## src/rtl/n_clic_sched.sv

```systemverilog
// Edge-triggered interrupt scheduler: pending/enable/priority per vector, max-priority
// arbitration above the current nesting level, offered to the core over take_req/take_ack.
// Optional macro N_CLIC_SCHED_PREEMPT_EN lets a strictly higher-priority vector replace a live offer.
module n_clic_sched #(
    parameter int                   VecSize   = 8,
    parameter int                   PrioWidth = 3,
    parameter int                   AddrWidth = 12,
    parameter logic [AddrWidth-1:0] VecBase   = 'h100
) (
    input  logic                       clk,
    input  logic                       reset,
    input  logic [VecSize-1:0]         irq_in,
    input  logic                       cfg_we,
    input  logic [$clog2(VecSize)-1:0] cfg_idx,
    input  logic                       cfg_en,
    input  logic [PrioWidth-1:0]       cfg_prio,
    input  logic [PrioWidth-1:0]       cur_level,
    input  logic                       take_ack,
    output logic                       take_req,
    output logic [$clog2(VecSize)-1:0] take_idx,
    output logic [AddrWidth-1:0]       take_addr,
    output logic [PrioWidth-1:0]       take_level,
    output logic [VecSize-1:0]         pending_out
);

    localparam int IdxW = $clog2(VecSize);

    typedef enum logic [1:0] {
        ST_IDLE = 2'd0,
        ST_REQ  = 2'd1,
        ST_WAIT = 2'd2
    } state_e;

    state_e                 state_q, state_d;
    logic [VecSize-1:0]     irq_hist_q, irq_hist_d;
    logic [VecSize-1:0]     pending_q, pending_d;
    logic [VecSize-1:0]     en_q, en_d;
    logic [PrioWidth-1:0]   prio_q [VecSize];
    logic [PrioWidth-1:0]   prio_d [VecSize];
    logic                   take_req_q, take_req_d;
    logic [IdxW-1:0]        take_idx_q, take_idx_d;
    logic [AddrWidth-1:0]   take_addr_q, take_addr_d;
    logic [PrioWidth-1:0]   take_level_q, take_level_d;

    logic [VecSize-1:0]     elig;
    logic                   win_found;
    logic [IdxW-1:0]        win_idx;
    logic [PrioWidth-1:0]   win_prio;
    logic                   take_fire;
    logic [VecSize-1:0]     clr_mask;

    // Handshake: an offer is transferred on a cycle with take_req && take_ack; while
    // take_req is high take_* hold their value unless the offer is withdrawn or replaced.
    assign take_fire = take_req_q & take_ack;

    always_comb begin
        elig      = '0;
        win_found = 1'b0;
        win_idx   = '0;
        win_prio  = '0;
        for (int i = 0; i < VecSize; i++) begin
            elig[i] = pending_q[i] & en_q[i] & (prio_q[i] > cur_level);
        end
        // Strict '>' keeps the lowest index on equal priority.
        for (int i = 0; i < VecSize; i++) begin
            if (elig[i] && (!win_found || prio_q[i] > win_prio)) begin
                win_found = 1'b1;
                win_idx   = IdxW'(i);
                win_prio  = prio_q[i];
            end
        end
    end

    always_comb begin
        irq_hist_d = irq_in;
        clr_mask   = '0;
        en_d       = en_q;
        prio_d     = prio_q;
        for (int i = 0; i < VecSize; i++) begin
            if (take_fire && take_idx_q == IdxW'(i)) begin
                clr_mask[i] = 1'b1;
            end
            if (cfg_we && cfg_idx == IdxW'(i)) begin
                en_d[i]   = cfg_en;
                prio_d[i] = cfg_prio;
            end
        end
        // A new edge on the same cycle as the ack must not be lost.
        pending_d = (pending_q & ~clr_mask) | (irq_in & ~irq_hist_q);
    end

    always_comb begin
        state_d      = state_q;
        take_req_d   = take_req_q;
        take_idx_d   = take_idx_q;
        take_addr_d  = take_addr_q;
        take_level_d = take_level_q;
        case (state_q)
            ST_IDLE: begin
                if (win_found) begin
                    state_d      = ST_REQ;
                    take_req_d   = 1'b1;
                    take_idx_d   = win_idx;
                    take_level_d = win_prio;
                    take_addr_d  = VecBase + (AddrWidth'(win_idx) << 2);
                end
            end
            ST_REQ: begin
                if (take_ack) begin
                    state_d    = ST_WAIT;
                    take_req_d = 1'b0;
                end else if (!elig[take_idx_q]) begin
                    state_d    = ST_IDLE;
                    take_req_d = 1'b0;
                end
`ifdef N_CLIC_SCHED_PREEMPT_EN
                else if (win_found && win_prio > take_level_q) begin
                    take_idx_d   = win_idx;
                    take_level_d = win_prio;
                    take_addr_d  = VecBase + (AddrWidth'(win_idx) << 2);
                end
`endif
            end
            ST_WAIT: begin
                // One quiet cycle lets the core push the new level into cur_level.
                state_d    = ST_IDLE;
                take_req_d = 1'b0;
            end
            default: begin
                state_d    = ST_IDLE;
                take_req_d = 1'b0;
            end
        endcase
    end

    always_ff @(posedge clk) begin
        if (reset) begin
            state_q      <= ST_IDLE;
            irq_hist_q   <= '0;
            pending_q    <= '0;
            en_q         <= '0;
            prio_q       <= '{default: '0};
            take_req_q   <= 1'b0;
            take_idx_q   <= '0;
            take_addr_q  <= '0;
            take_level_q <= '0;
        end else begin
            state_q      <= state_d;
            irq_hist_q   <= irq_hist_d;
            pending_q    <= pending_d;
            en_q         <= en_d;
            prio_q       <= prio_d;
            take_req_q   <= take_req_d;
            take_idx_q   <= take_idx_d;
            take_addr_q  <= take_addr_d;
            take_level_q <= take_level_d;
        end
    end

    assign take_req    = take_req_q;
    assign take_idx    = take_idx_q;
    assign take_addr   = take_addr_q;
    assign take_level  = take_level_q;
    assign pending_out = pending_q;

endmodule

```

## config.mk

```make
export PLATFORM = sky130hd
export DESIGN_NAME = n_clic_sched
export DESIGN_NICKNAME = d
export VERILOG_FILES = /design/src/rtl/n_clic_sched.sv
export SDC_FILE = /design/constraint.sdc
export NUM_CORES = 1
export LEC_CHECK = 0
export ABC_AREA = 1
export BUFFER_PORTS_ARGS = -buffer_cell sky130_fd_sc_hd__buf_2
export CELL_PAD_IN_SITES_DETAIL_PLACEMENT = 0
export CELL_PAD_IN_SITES_GLOBAL_PLACEMENT = 1
export CORE_MARGIN = 1
export CORE_UTILIZATION = 42
export DETAILED_ROUTE_END_ITERATION = 8
export PLACE_DENSITY_LB_ADDON = 0.2
export SETUP_SLACK_MARGIN = 0.05
export SYNTH_ARGS = -nofsm -noshare
export SYNTH_HDL_FRONTEND = slang
export SYNTH_SLANG_ARGS = --single-unit
```

## constraint.sdc

```tcl
create_clock -name clk -period 10.8 [get_ports clk]
set_input_delay 2.16 -clock clk [delete_from_list [all_inputs] [get_ports clk]]
set_output_delay 2.16 -clock clk [all_outputs]
set_load 0.01 [all_outputs]
```

# Word-level counts from Yosys, hierarchy flattened
# Cells that the tools add are included.
# word_totals
reg_bits	69
in_bits	22
output_inout_bits	27
wordCells	162
# op_classes
addsub	1
n_lt_le_gt_ge	16
eq_ne	17
n_mux	41
bitwise_logic	22
n_reduce_logical	42
# op_table
op	n
$gt A3 B3 Y1	15
$mux W3	14
$eq A3 B3 Y1 const B	8
$logic_and A1 B1 Y1	23
$mux W1	21
$and A1 B1 Y1	17
$and A8 B8 Y8	2
$not A8 Y8	2
$eq A3 B2 Y1 const B	4
$add A9 B5 Y10 const A	1
$or A8 B8 Y8	1
$logic_not A1 Y1	7
$logic_or A1 B1 Y1	7
$eq A3 B1 Y1 const B	2
$logic_not A3 Y1	2
$mux W2	3
$lt A3 B4 Y1 const B	1
$pmux W2 S2	1
$reduce_and A2 Y1	2
$bmux W1 S3	1
$ne A3 B3 Y1 const B	1
$eq A2 B1 Y1 const B	1
$logic_not A2 Y1	1
$ne A2 B2 Y1 const B	1
$pmux W1 S2	1

# Longest topological paths before layout
# Gate-level depths: netlist of run 1.
# logic_depth
word_depth	33
mapped_depth	71
depth_no_buf	71

# Worst setup path after synthesis of run 1
# Ideal clock, no wire load.
# synth_timing
path_kind	in2reg
from	in cur_level[2]
to	reg take_level_q[1], in the netlist take_level[1]
setup_ns	0.132
t_arrival_ns	9.660
t_required_ns	10.668
path_slack_ns	1.008
cell_stages	69
n_path_buf	0
path_cell_list	inv_1 -> ha_1 -> nand2_1 -> nand2_1 -> inv_1 -> nand2_1 -> nand2_4 -> nor2_1 -> inv_1 -> ha_1 -> a21oi_1 -> nand2_1 -> nand2_1 -> nand2_1 -> nand2_1 -> nand2_1 -> and2_1 -> ha_1 -> (+33 left out) -> and2_1 -> ha_1 -> nand2_1 -> o21ai_0 -> nand2_1 -> a21oi_2 -> inv_2 -> or2_1 -> nand2_1 -> ha_1 -> a21oi_1 -> o21ai_0 -> nand2_1 -> nand2_1 -> nand2_1 -> nor2_1 -> a21boi_1 -> a21oi_2
# synth_between
elab_chain_cells	32
elab_cells_between_ends	61
cone_classes	15 x order compare; 16 x mux; 8 x bitwise; 22 x reduce/logical
# synth_lines
item	line_no	text
start: declaration	17	input logic [PrioWidth-1:0] cur_level,
$gt A3 B3 Y1	62	elig[i] = pending_q[i] & en_q[i] & (prio_q[i] > cur_level);
$and A1 B1 Y1	62	
$mux W3 or $mux W1 (tied branches)	66	if (elig[i] && (!win_found || prio_q[i] > win_prio)) begin
$gt A3 B3 Y1 or $logic_not A1 Y1 (tied branches)	66	
$logic_or A1 B1 Y1	66	
$logic_and A1 B1 Y1	66	
$mux W3 or $mux W1 (tied branches)	66	
$gt A3 B3 Y1 or $logic_not A1 Y1 (tied branches)	66	
(+16 left out)	n/a	
$logic_or A1 B1 Y1	66	
$logic_and A1 B1 Y1	66	
$mux W3 or $mux W1 (tied branches)	66	
$gt A3 B3 Y1 or $logic_not A1 Y1 (tied branches)	66	
$logic_or A1 B1 Y1	66	
$logic_and A1 B1 Y1	66	
$mux W1	66	
$reduce_and A2 Y1 (no source line)	n/a	
end signal: assignment	156	take_level_q <= take_level_d;
end: declaration	43	logic [PrioWidth-1:0] take_level_q, take_level_d;
# Parallel ways exist; a longest one is shown, timed or not.
# A chain may end at the register's enable or synchronous reset.

# Worst setup path after layout of run 1
# layout_timing
from	in cur_level[2]
to	reg take_idx_q[1], in the netlist take_idx[1]
# layout_between
elab_chain_cells	32
elab_cells_between_ends	66
cone_classes	15 x order compare; 21 x mux; 8 x bitwise; 22 x reduce/logical
# layout_lines
item	line_no	text
$gt A3 B3 Y1	62	
$and A1 B1 Y1	62	
$mux W3 or $mux W1 (tied branches)	66	
$gt A3 B3 Y1 or $logic_not A1 Y1 (tied branches)	66	
$logic_or A1 B1 Y1	66	
$logic_and A1 B1 Y1	66	
$mux W3 or $mux W1 (tied branches)	66	
$gt A3 B3 Y1 or $logic_not A1 Y1 (tied branches)	66	
(+16 left out)	n/a	
$logic_or A1 B1 Y1	66	
$logic_and A1 B1 Y1	66	
$mux W3 or $mux W1 (tied branches)	66	
$gt A3 B3 Y1 or $logic_not A1 Y1 (tied branches)	66	
$logic_or A1 B1 Y1	66	
$logic_and A1 B1 Y1	66	
$mux W1	66	
$reduce_and A2 Y1 (no source line)	n/a	
end signal: assignment	154	take_idx_q <= take_idx_d;
end: declaration	41	logic [IdxW-1:0] take_idx_q, take_idx_d;
# Parallel ways exist; a longest one is shown, timed or not.

==> results of run 1 <==
flip-flops by register name, summed over array words and instances, names as in the netlist:
name	cells
en_q	8
take_idx	2
pending_out	8
prio_q	24
state_q	1
take_addr	2
irq_hist_q	8
take_level	3
take_req	1
synthesized netlist by cell type, types with 4 or more instances:
cell | instances | area (um2)
and2_1 | 7 | 43.8
nor2_1 | 88 | 330
ha_1 | 45 | 563
inv_2 | 9 | 33.8
inv_1 | 58 | 218
clkbuf_1 | 4 | 15.0
nand3_1 | 50 | 250
o21ai_0 | 42 | 210
dfxtp_1 | 57 | 1140
nand2_2 | 4 | 25.0
nand2_1 | 86 | 323
a21oi_1 | 36 | 180
buf_4 | 11 | 82.6
critical path, delay by kind of cell:
kind                     cells  cell delay (ns)
AND/OR/NAND/NOR             42             3.90
adder cells (fa/ha/maj)      8             2.28
AO/OA/AOI/OAI               11             1.33
buffers and inverters        9             0.66
cells by family (layout without fill, tap and decap cells):
kind of cell             count (synthesis)  in the layout  share of synthesized area, %
AND/OR/NAND/NOR                        254            254                          30.0
buffers and inverters                   86            171                          9.77
flip-flops                              57             57                          30.6
AO/OA/AOI/OAI                           97             97                          14.4
other                                    1              8                         0.101
adder cells (fa/ha/maj)                 45             45                          15.1
area by class of cell:
| class | instances | share of cell area (%) |
|---|---|---|
| multi-input cells | 404 | 50.7 |
| flip-flops and latches | 57 | 24.5 |
| repair buffers | 87 | 11.9 |
| inverters | 68 | 5.54 |
| well taps | 105 | 2.82 |
| clock buffers | 10 | 2.74 |
| clock inverters | 6 | 1.78 |
power breakdown:
group          total, mW  internal [mW]  leakage, nW  switching [mW]
Sequential         0.226          0.219        0.466         0.00721
Combinational     0.0674         0.0257         1.75          0.0416
Clock              0.221          0.129        0.106          0.0924
worst min path at each step:
stage                                   startpoint                   endpoint  slack, ns  cells past startpoint
after floorplan           irq_hist_q[3]$_SDFF_PP0_  pending_out[3]$_SDFF_PP0_       0.41                      1
after global placement    irq_hist_q[3]$_SDFF_PP0_  pending_out[3]$_SDFF_PP0_       0.42                      1
after detailed placement  irq_hist_q[3]$_SDFF_PP0_  pending_out[3]$_SDFF_PP0_       0.42                      1
after CTS                 irq_hist_q[3]$_SDFF_PP0_  pending_out[3]$_SDFF_PP0_       0.43                      1
after global routing      irq_hist_q[3]$_SDFF_PP0_  pending_out[3]$_SDFF_PP0_       0.46                      1
final                     irq_hist_q[3]$_SDFF_PP0_  pending_out[3]$_SDFF_PP0_       0.43                      1
layer usage:
metal  wire length, um  track usage (%)
met5                 0                0
met4                72             5.85
met3               428             4.11
met2              4710             39.2
met1              5590             35.7
through the flow:
stage | hold slack [ns] | setup slack, ns | power [mW]
detailed placement | 0.423 | -0.107 | 0.296
floorplan | 0.408 | 1.01 | 0.273
global route | 0.460 | 0.0118 | 0.538
CTS | 0.434 | 0.194 | 0.514
finish | 0.433 | 0.686 | 0.515
global placement | 0.416 | 0.221 | 0.294
repair_timing:
item,CTS,global route
gates resized for setup,0,29
setup endpoints to repair,0,6
setup buffers,0,3
==> results.yml, run 1 <==
drt:
  drc: 0
  drt_iter0_markers: 171
  post_drt_via_cell_ratio: 5.11
  via_count: 3765
  drtPass1Iterations: 5
  wirelength_um: 10800
  wire_per_inst_um: 14.7
  antenna_left: 0
timing:
  finalCriticalPeriod_ns: 10.11
  drv_slew: 0
  hold_violations: 0
  fmax_mhz: 98.9
  post-route-period-util_pct: 93.6
  worst_pin_slew_ns: 0.568
  setup_tns_ns: 0
  rsz0062_at_grt: "no"
  slew_headroom_pct: 62.1
  skew_ns: 0.00938
  setup_viol: 0
synth:
  synth_cells: 540
  synth_warnings: 0
  async_reset_ff_share_pct: 0
  synth_area_um2: 3730
  ys_types: 39
  synth_seq_area_share_pct: 30.6
  synth_seq_cells: 57
  synth_edf_count: 0
  ys.flop_type: "dfxtp_1"
  avgSynthCellArea_um2: 6.90
placement:
  port_buffers: 40
  gp_congestion: 0.871
  dp_hpwl_um: 8100
  dp_cells: 718
  placed_cell_area_um2: 4310
setup_path:
  startpoint_type: "primary input"
  cpPeakStageDelay_ns: 0.34
  cp-end-kind: "flip-flop"
  worstPathArrival_ns: 10.33
  worstReg2RegStart: "prio_q[23]$_SDFFE_PP0P_"
  timing.rr.end: "take_idx[1]$_SDFFE_PP0P_"
  crit_required_ns: 11.02
  crit_top_cell: "nand2_1"
  crit_fanout: 6
  r2r_cells: 68
  endpoint: "take_idx[1]$_SDFFE_PP0P_"
  worstSetupPathType: "in2reg"
  slowest_stage: "ha_1"
  setup.worst_path.start: "cur_level[2]"
  reg2reg_slack_ns: 2.34
global_routing:
  first_global_vias: 3464
  gr-usage-all-layers_pct: 25.0
  grt_pass1_wl_um: 17200
  antenna_found_initial: 0
  grt_max_degree: 38
  overflow: 0
cts:
  cts_max_level: 3
  cts_tree: "built"
  cts_buffers: 9
  clockBufferDepth: 2
  clock_latency_ns: 0.34
  holdBufCountCts: 0
  cts_sinks: 57
  clk_transition_reported_paths_ns: 0.07
  cts_root_buf: "clkbuf_8"
final_layout:
  multiInputGateArea_um2: 2360
  most-common-layout-cells: "nor2_1 (86), nand2_1 (78), inv_1 (57), dfxtp_1 (57), buf_4 (47)"
  final_common_cell: "nor2_1"
  layout.cells.non_filler: 737
  drive_gt1_share_pct: 23.9
  finish.utilization_pct: 55.5
  finalInstanceArea_um2: 4650
  nets: 694
  fillers: 857
  seq_area_um2: 1140
  diodes: 0
  area_delta_synth_final_pct: 24.8
power:
  p_per_area_nw_per_um2: 111
  p_leak_nw: 2.32
  peakVddDrop_v: 0.0000715
flow_run:
  max-cap-violations: 0
floorplan:
  start_util_pct: 44.5
  coreArea_um2: 8380
  io-pin-count: 49
  die_h_um: 96.2
  core.rowCount: 33
  die_w_um: 96.2
  dieArea_um2: 9250
outcome:
  status: "finished clean"
worst_hold_path:
  hold_class: "reg2reg"
(Power assumes the default switching activity.)
==> run 2, diff against run 1 <==
- CELL_PAD_IN_SITES_DETAIL_PLACEMENT: 0 -> 1
- CELL_PAD_IN_SITES_GLOBAL_PLACEMENT: 1 -> 2
- CORE_UTILIZATION: 42 -> 32
==> run 2 against run 1 <==
  * Clock power grew 29%
  * Sequential share of layout area grew 0.37 points
  * Global-route usage shrank 3.2 points
  * Clock skew shrank 0.0026 ns
  * Flip-flop and latch count is the same
  * Core utilization shrank 15 points
  * Critical endpoint is now take_level[1]$_SDFFE_PP0P_
  * Highest routed layer unchanged
==> results.yml, run 2 (synthesized netlist as in run 1, its figures left out) <==
setup_path:
  crit_required_ns: 11.06
  cpPeakStageDelay_ns: 0.31
  reg2reg_slack_ns: 2.33
  cp-end-kind: "flip-flop"
  worstPathArrival_ns: 10.36
  r2r_cells: 69
  cpLargestDelayFamily: "simple AND/OR/NAND/NOR gates"
  startpoint_type: "primary input"
  timing.rr.end: "take_level[1]$_SDFFE_PP0P_"
  worstSetupPathType: "in2reg"
  worstReg2RegStart: "prio_q[23]$_SDFFE_PP0P_"
  slowest_stage: "ha_1"
  crit_fanout: 7
  cp_num_buf_inv: 9
  crit_top_cell: "nand2_1"
placement:
  port_buffers: 40
  pre_cts_slack_ns: -0.279
  dp_hpwl_um: 9280
  gp_congestion: 0.767
final_layout:
  most-common-layout-cells: "nor2_1 (85), nand2_1 (78), inv_1 (57), dfxtp_1 (57), nand3_1 (43)"
  drive_gt1_share_pct: 20.4
  diodes: 0
  top_register: "prio_q"
  final_common_cell: "nor2_1"
  area_delta_synth_final_pct: 23.0
  nets: 659
  largest_reg_flops: 24
global_routing:
  first_global_vias: 3623
  gr-usage-all-layers_pct: 21.8
  grt_max_degree: 38
  antenna_found_initial: 0
  overflow: 0
  grt_pass1_wl_um: 19300
drt:
  drc: 0
  antenna_left: 0
  wirelength_um: 12400
  routed-wl-met3_um: 324
  wire_per_inst_um: 16.7
  wl_met1_um: 6120
  post_drt_via_cell_ratio: 4.94
  drt_iter0_markers: 106
  top_layer: "met4"
  via_count: 3655
  drtPass1Iterations: 5
  dr_wl_met2_um: 5760
worst_hold_path:
  hold_depth: 1
  whs_endpoint: "pending_out[3]$_SDFF_PP0_"
  hold_class: "reg2reg"
  min-delay-start: "irq_hist_q[3]$_SDFF_PP0_"
power:
  seq_power_share_pct: 39.1
  power_mw: 0.581
  share_comb_of_total_power_pct: 11.9
  p_leak_nw: 2.20
  peakVddDrop_v: 0.0000799
  p_switching_mw: 0.153
  p_per_area_nw_per_um2: 127
  sw_frac_of_total_pct: 26.3
  power_frac_clock_pct: 49.0
  p_int_mw: 0.428
timing:
  slew_headroom_pct: 57.6
  holdWs_ns: 0.432
  setup_viol: 0
  finalCriticalPeriod_ns: 10.10
  finalWorstSetupSlack_ns: 0.697
  worst_pin_slew_ns: 0.635
  drv_slew: 0
  hold_violations: 0
  post-route-period-util_pct: 93.6
  skew_ns: 0.00676
  fmax_mhz: 99.0
cts:
  cts_max_level: 3
  clockBufferDepth: 2
  clock_latency_ns: 0.33
  cts_sinks: 57
  cts_root_buf: "clkbuf_16"
  cts_buffers: 9
  cts_tree: "built"
  clk_transition_reported_paths_ns: 0.05
floorplan:
  core.rowCount: 39
  io-pin-count: 49
  start_util_pct: 32.8
  die_w_um: 110
  dieArea_um2: 12100
  coreArea_um2: 11400
  die_h_um: 110
flow_run:
  max-cap-violations: 0
outcome:
  status: "finished clean"
-- run 2: cell count changes in the layout (fill, tap and decap cells not counted), moves of 2 or more --
| cell | previous run | this run |
|---|---|---|
| nor2_4 | 1 | 3 |
| ha_1 | 42 | 39 |
| ha_4 | 3 | 6 |
| buf_4 | 47 | 12 |
| clkbuf_16 | 0 | 9 |
| clkbuf_8 | 9 | 1 |
-- run 2: metal layers --
metal  track usage, %  up-vias
met5                0        -
met4             7.33        0
met3             3.08       10
met2             35.4       53
met1             29.6     1725
li1                 -     1867
-- run 2: worst max path at each step --
| stage | start | to | cells after the start |
|---|---|---|---|
| after floorplan | cur_level[2] | take_level[1]$_SDFFE_PP0P_ | 69 |
| after detailed placement | cur_level[2] | take_level[0]$_SDFFE_PP0P_ | 71 |
| after CTS | cur_level[2] | take_level[0]$_SDFFE_PP0P_ | 71 |
| after global placement | cur_level[2] | take_level[0]$_SDFFE_PP0P_ | 71 |
| after global routing | cur_level[2] | take_level[1]$_SDFFE_PP0P_ | 70 |
| final | cur_level[2] | take_level[1]$_SDFFE_PP0P_ | 71 |
-- run 2: cell type report --
| cell class | count | area, um2 |
|---|---|---|
| fillers | 1457 | 6790 |
| multi-input cells | 404 | 2420 |
| flip-flops and latches | 57 | 1140 |
| repair buffers | 52 | 290 |
| inverters | 68 | 258 |
| clock buffers | 10 | 239 |
| well taps | 143 | 179 |
| clock inverters | 6 | 57.6 |
-- run 2: repair_timing --
action,CTS,global route
setup buffers,0,9
gates cloned,0,0
hold buffers,0,0
setup endpoints to repair,2,6
pin swaps,0,6
resized for setup,1,37
-- run 2: through the flow --
step                      utilization, %  cells  instance area, um2  setup TNS, ns
after floorplan                        -    547                3750              0
final                               40.3    740                4580              0
after global routing                40.3    740                4580        -0.0230
after global placement              35.6    715                4050              0
after detailed placement            35.6    715                4050          -1.19
after CTS                           38.2    731                4340              0
-- run 2: power groups by stage --
stage | clock network, mW | registers, mW | logic, mW
global route | 0.298 | 0.228 | 0.0792
detailed placement | 0 | 0.231 | 0.0663
CTS | 0.291 | 0.227 | 0.0670
finish | 0.285 | 0.227 | 0.0690
floorplan | 0 | 0.230 | 0.0437
global placement | 0 | 0.231 | 0.0635
==> run 3, diff against run 2 <==
- ABC_AREA: 1 -> default
- CORE_UTILIZATION: 32 -> 36
==> run 3 against run 2 <==
  * The run now ends with negative setup slack left
  * Combinational power rose by 3.2%
  * Sequential share of layout area shrank 4.1 points
  * Setup slack lost 1.8 ns
  * Flip-flop and latch count unchanged
  * Count of clock-buffer cells in the layout down 1
  * Critical path type unchanged
  * Highest routed layer unchanged
==> results.yml, run 3 <==
timing:
  setup_tns_ns: -6.07
  worst_pin_slew_ns: 1.07
  skew_ns: 0.00906
  setup_viol: 6
  fmax_mhz: 84.1
  finalWorstSetupSlack_ns: -1.09
  finalCriticalPeriod_ns: 11.89
  hold_violations: 0
  drv_slew: 0
  post-route-period-util_pct: 110
  rsz0062_at_grt: "yes"
  slew_headroom_pct: 28.2
synth:
  yosys.area_share.adder_pct: 14.5
  yosysMostFrequentCell: "dfxtp_1"
  synth_seq_cells: 57
  synth.area.top_cells: "dfxtp_1 (29%), ha_1 (15%), mux2i_1 (8.3%), nor2_1 (5.3%), nor2b_1 (3.6%)"
  synth_top_area_share_pct: 29.5
  synth_edf_count: 0
  synthMuxAreaShare_pct: 9.43
  ys_top_cells_by_count: "dfxtp_1 (57), nor2_1 (55), ha_1 (45)"
  synth_seq_area_share_pct: 29.5
  synth_warnings: 0
  synth_compound_area_share_pct: 18.9
  synth_cells: 436
  avgSynthCellArea_um2: 8.88
  ys_types: 61
  synth_top_family_by_area: "simple AND/OR/NAND/NOR gates"
  synthXorXnorAreaFrac_pct: 0
  ys.flop_type: "dfxtp_1"
  synth_area_um2: 3870
  async_reset_ff_share_pct: 0
  yosysTopAreaCell: "dfxtp_1"
  synth-simple-area-share_pct: 22.1
placement:
  dp_hpwl_um: 9490
  placed_cell_area_um2: 4640
  port_buffers: 40
  dp_cells: 643
  gp_congestion: 0.824
floorplan:
  die_h_um: 106
  core.rowCount: 37
  coreArea_um2: 10400
  start_util_pct: 37.4
  die_w_um: 106
  dieArea_um2: 11200
  io-pin-count: 49
setup_path:
  worstPathArrival_ns: 12.13
  crit_top_cell: "nor2b_4"
  cpPeakStageDelay_ns: 0.40
  cp-end-kind: "flip-flop"
  crit_required_ns: 11.04
  reg2reg_slack_ns: 0.36
  slowest_stage: "o311a_4"
  crit_fanout: 7
  startpoint_type: "primary input"
  worstSetupPathType: "in2reg"
final_layout:
  top_register: "prio_q"
  most-common-layout-cells: "buf_4 (79), dfxtp_1 (57), nor2_1 (51), buf_2 (39), ha_1 (34)"
  drive_gt1_share_pct: 39.6
  fillers: 1192
  area_delta_synth_final_pct: 41.6
  final_common_cell: "buf_4"
  nets: 620
  layout.cells.non_filler: 694
  diodes: 0
  largest_reg_flops: 24
  finalInstanceArea_um2: 5490
cts:
  clockBufferDepth: 2
  cts_tree: "built"
  clk_transition_reported_paths_ns: 0.08
  cts_buffers: 9
  cts_root_buf: "clkbuf_8"
  clock_latency_ns: 0.34
  holdBufCountCts: 0
  cts_sinks: 57
  cts_max_level: 3
drt:
  drtPass1Iterations: 5
  via_count: 3847
  wirelength_um: 14200
  antenna_left: 0
  drc: 0
  wire_per_inst_um: 20.5
  drt_iter0_markers: 195
  post_drt_via_cell_ratio: 5.54
global_routing:
  grt_use_met1_pct: 33.7
  overflow: 0
  first_global_vias: 3820
  met2_usage_pct: 39.7
  grt_busiest_layer: "met2"
  grt_use_met3_pct: 3.59
  grt_max_degree: 48
  gr-usage-all-layers_pct: 24.4
  grt_pass1_wl_um: 21000
  antenna_found_initial: 0
flow_run:
  max-cap-violations: 0
power:
  p_per_area_nw_per_um2: 101
  power_frac_clock_pct: 47.0
  sw_frac_of_total_pct: 27.4
  seq_power_share_pct: 40.2
  p_switching_mw: 0.152
  share_comb_of_total_power_pct: 12.8
  p_int_mw: 0.404
  p_leak_nw: 2.40
  peakVddDrop_v: 0.0000756
worst_hold_path:
  hold_class: "reg2reg"
outcome:
  violations: "negative setup slack"
  status: "finished, violations left"
run 3: changes by cell type after synthesis, moves of 20 or more:
cell / previous run / this run
nor2b_1: 0 / 22
a21oi_1: 36 / 16
inv_1: 58 / 15
nand2_1: 86 / 15
o21ai_0: 42 / 19
nand3_1: 50 / 13
mux2i_1: 0 / 32
nor2_1: 88 / 55
run 3: final cells by class:
cell class	instances	area (um2)	share of cell area, %
Multi-Input combinational cell	343	2960	53.9
Sequential cell	57	1140	20.8
Timing Repair Buffer	127	911	16.6
Tap cell	136	170	3.10
Clock inverter	7	125	2.28
Clock buffer	9	124	2.26
Inverter	15	60.1	1.09
run 3: what timing repair did:
action                                  4_1_cts  5_1_grt
pin swaps                                    13       28
resized for setup                            29       34
cloned                                        0        0
endpoints found under the setup margin        6        6
buffers inserted                             23       12
run 3: path summary, 6_finish.rpt:
| path | depth (start not counted) | to | startpoint |
|---|---|---|---|
| min reg2reg | 1 | state_q[1]$_SDFFE_PP0P_ | state_q[1]$_SDFFE_PP0P_ |
| max | 54 | take_level[2]$_SDFFE_PP0P_ | cur_level[1] |
| max reg2reg | 53 | take_level[2]$_SDFFE_PP0P_ | prio_q[21]$_SDFFE_PP0P_ |
| min | 1 | state_q[1]$_SDFFE_PP0P_ | state_q[1]$_SDFFE_PP0P_ |
run 3: per-stage QoR:
stage	total power, mW	util (%)	setup WS, ns	hold slack [ns]
global placement	0.286	44.8	-0.671	0.433
floorplan	0.268	-	-0.657	0.414
global route	0.577	52.9	-1.48	0.478
CTS	0.554	50.2	-0.723	0.453
finish	0.556	52.9	-1.09	0.453
detailed placement	0.289	44.8	-1.20	0.442
run 3: power by group through the flow:
stage	clock network [mW]	registers (mW)	logic (mW)
after floorplan	0	0.227	0.0411
after global placement	0	0.228	0.0582
after detailed placement	0	0.228	0.0612
after CTS	0.267	0.223	0.0642
after global routing	0.275	0.224	0.0775
final	0.262	0.223	0.0712
run 3: cells by family (layout without fill, tap and decap cells):
logic type / Yosys count / count (layout)
adders and majority gates: 45 / 45
buffers and inverters: 43 / 158
muxes: 34 / 34
AOI/OAI and AO/OA: 94 / 94
and+or+nand+nor: 162 / 162
DFF: 57 / 57
other: 1 / 8
run 3: worst max-delay path: cells and delay by family:
kind	cells	cell delay, ns
AOI/OAI and AO/OA	31	5.72
adders and majority gates	8	2.14
buffers and inverters	3	0.30
and+or+nand+nor	12	1.77
run 3: layer usage:
layer	wire, um	vias to the layer above
met3	632	32
met5	0	-
met1	6630	1900
met2	6630	111
li1	-	1804
met4	313	0
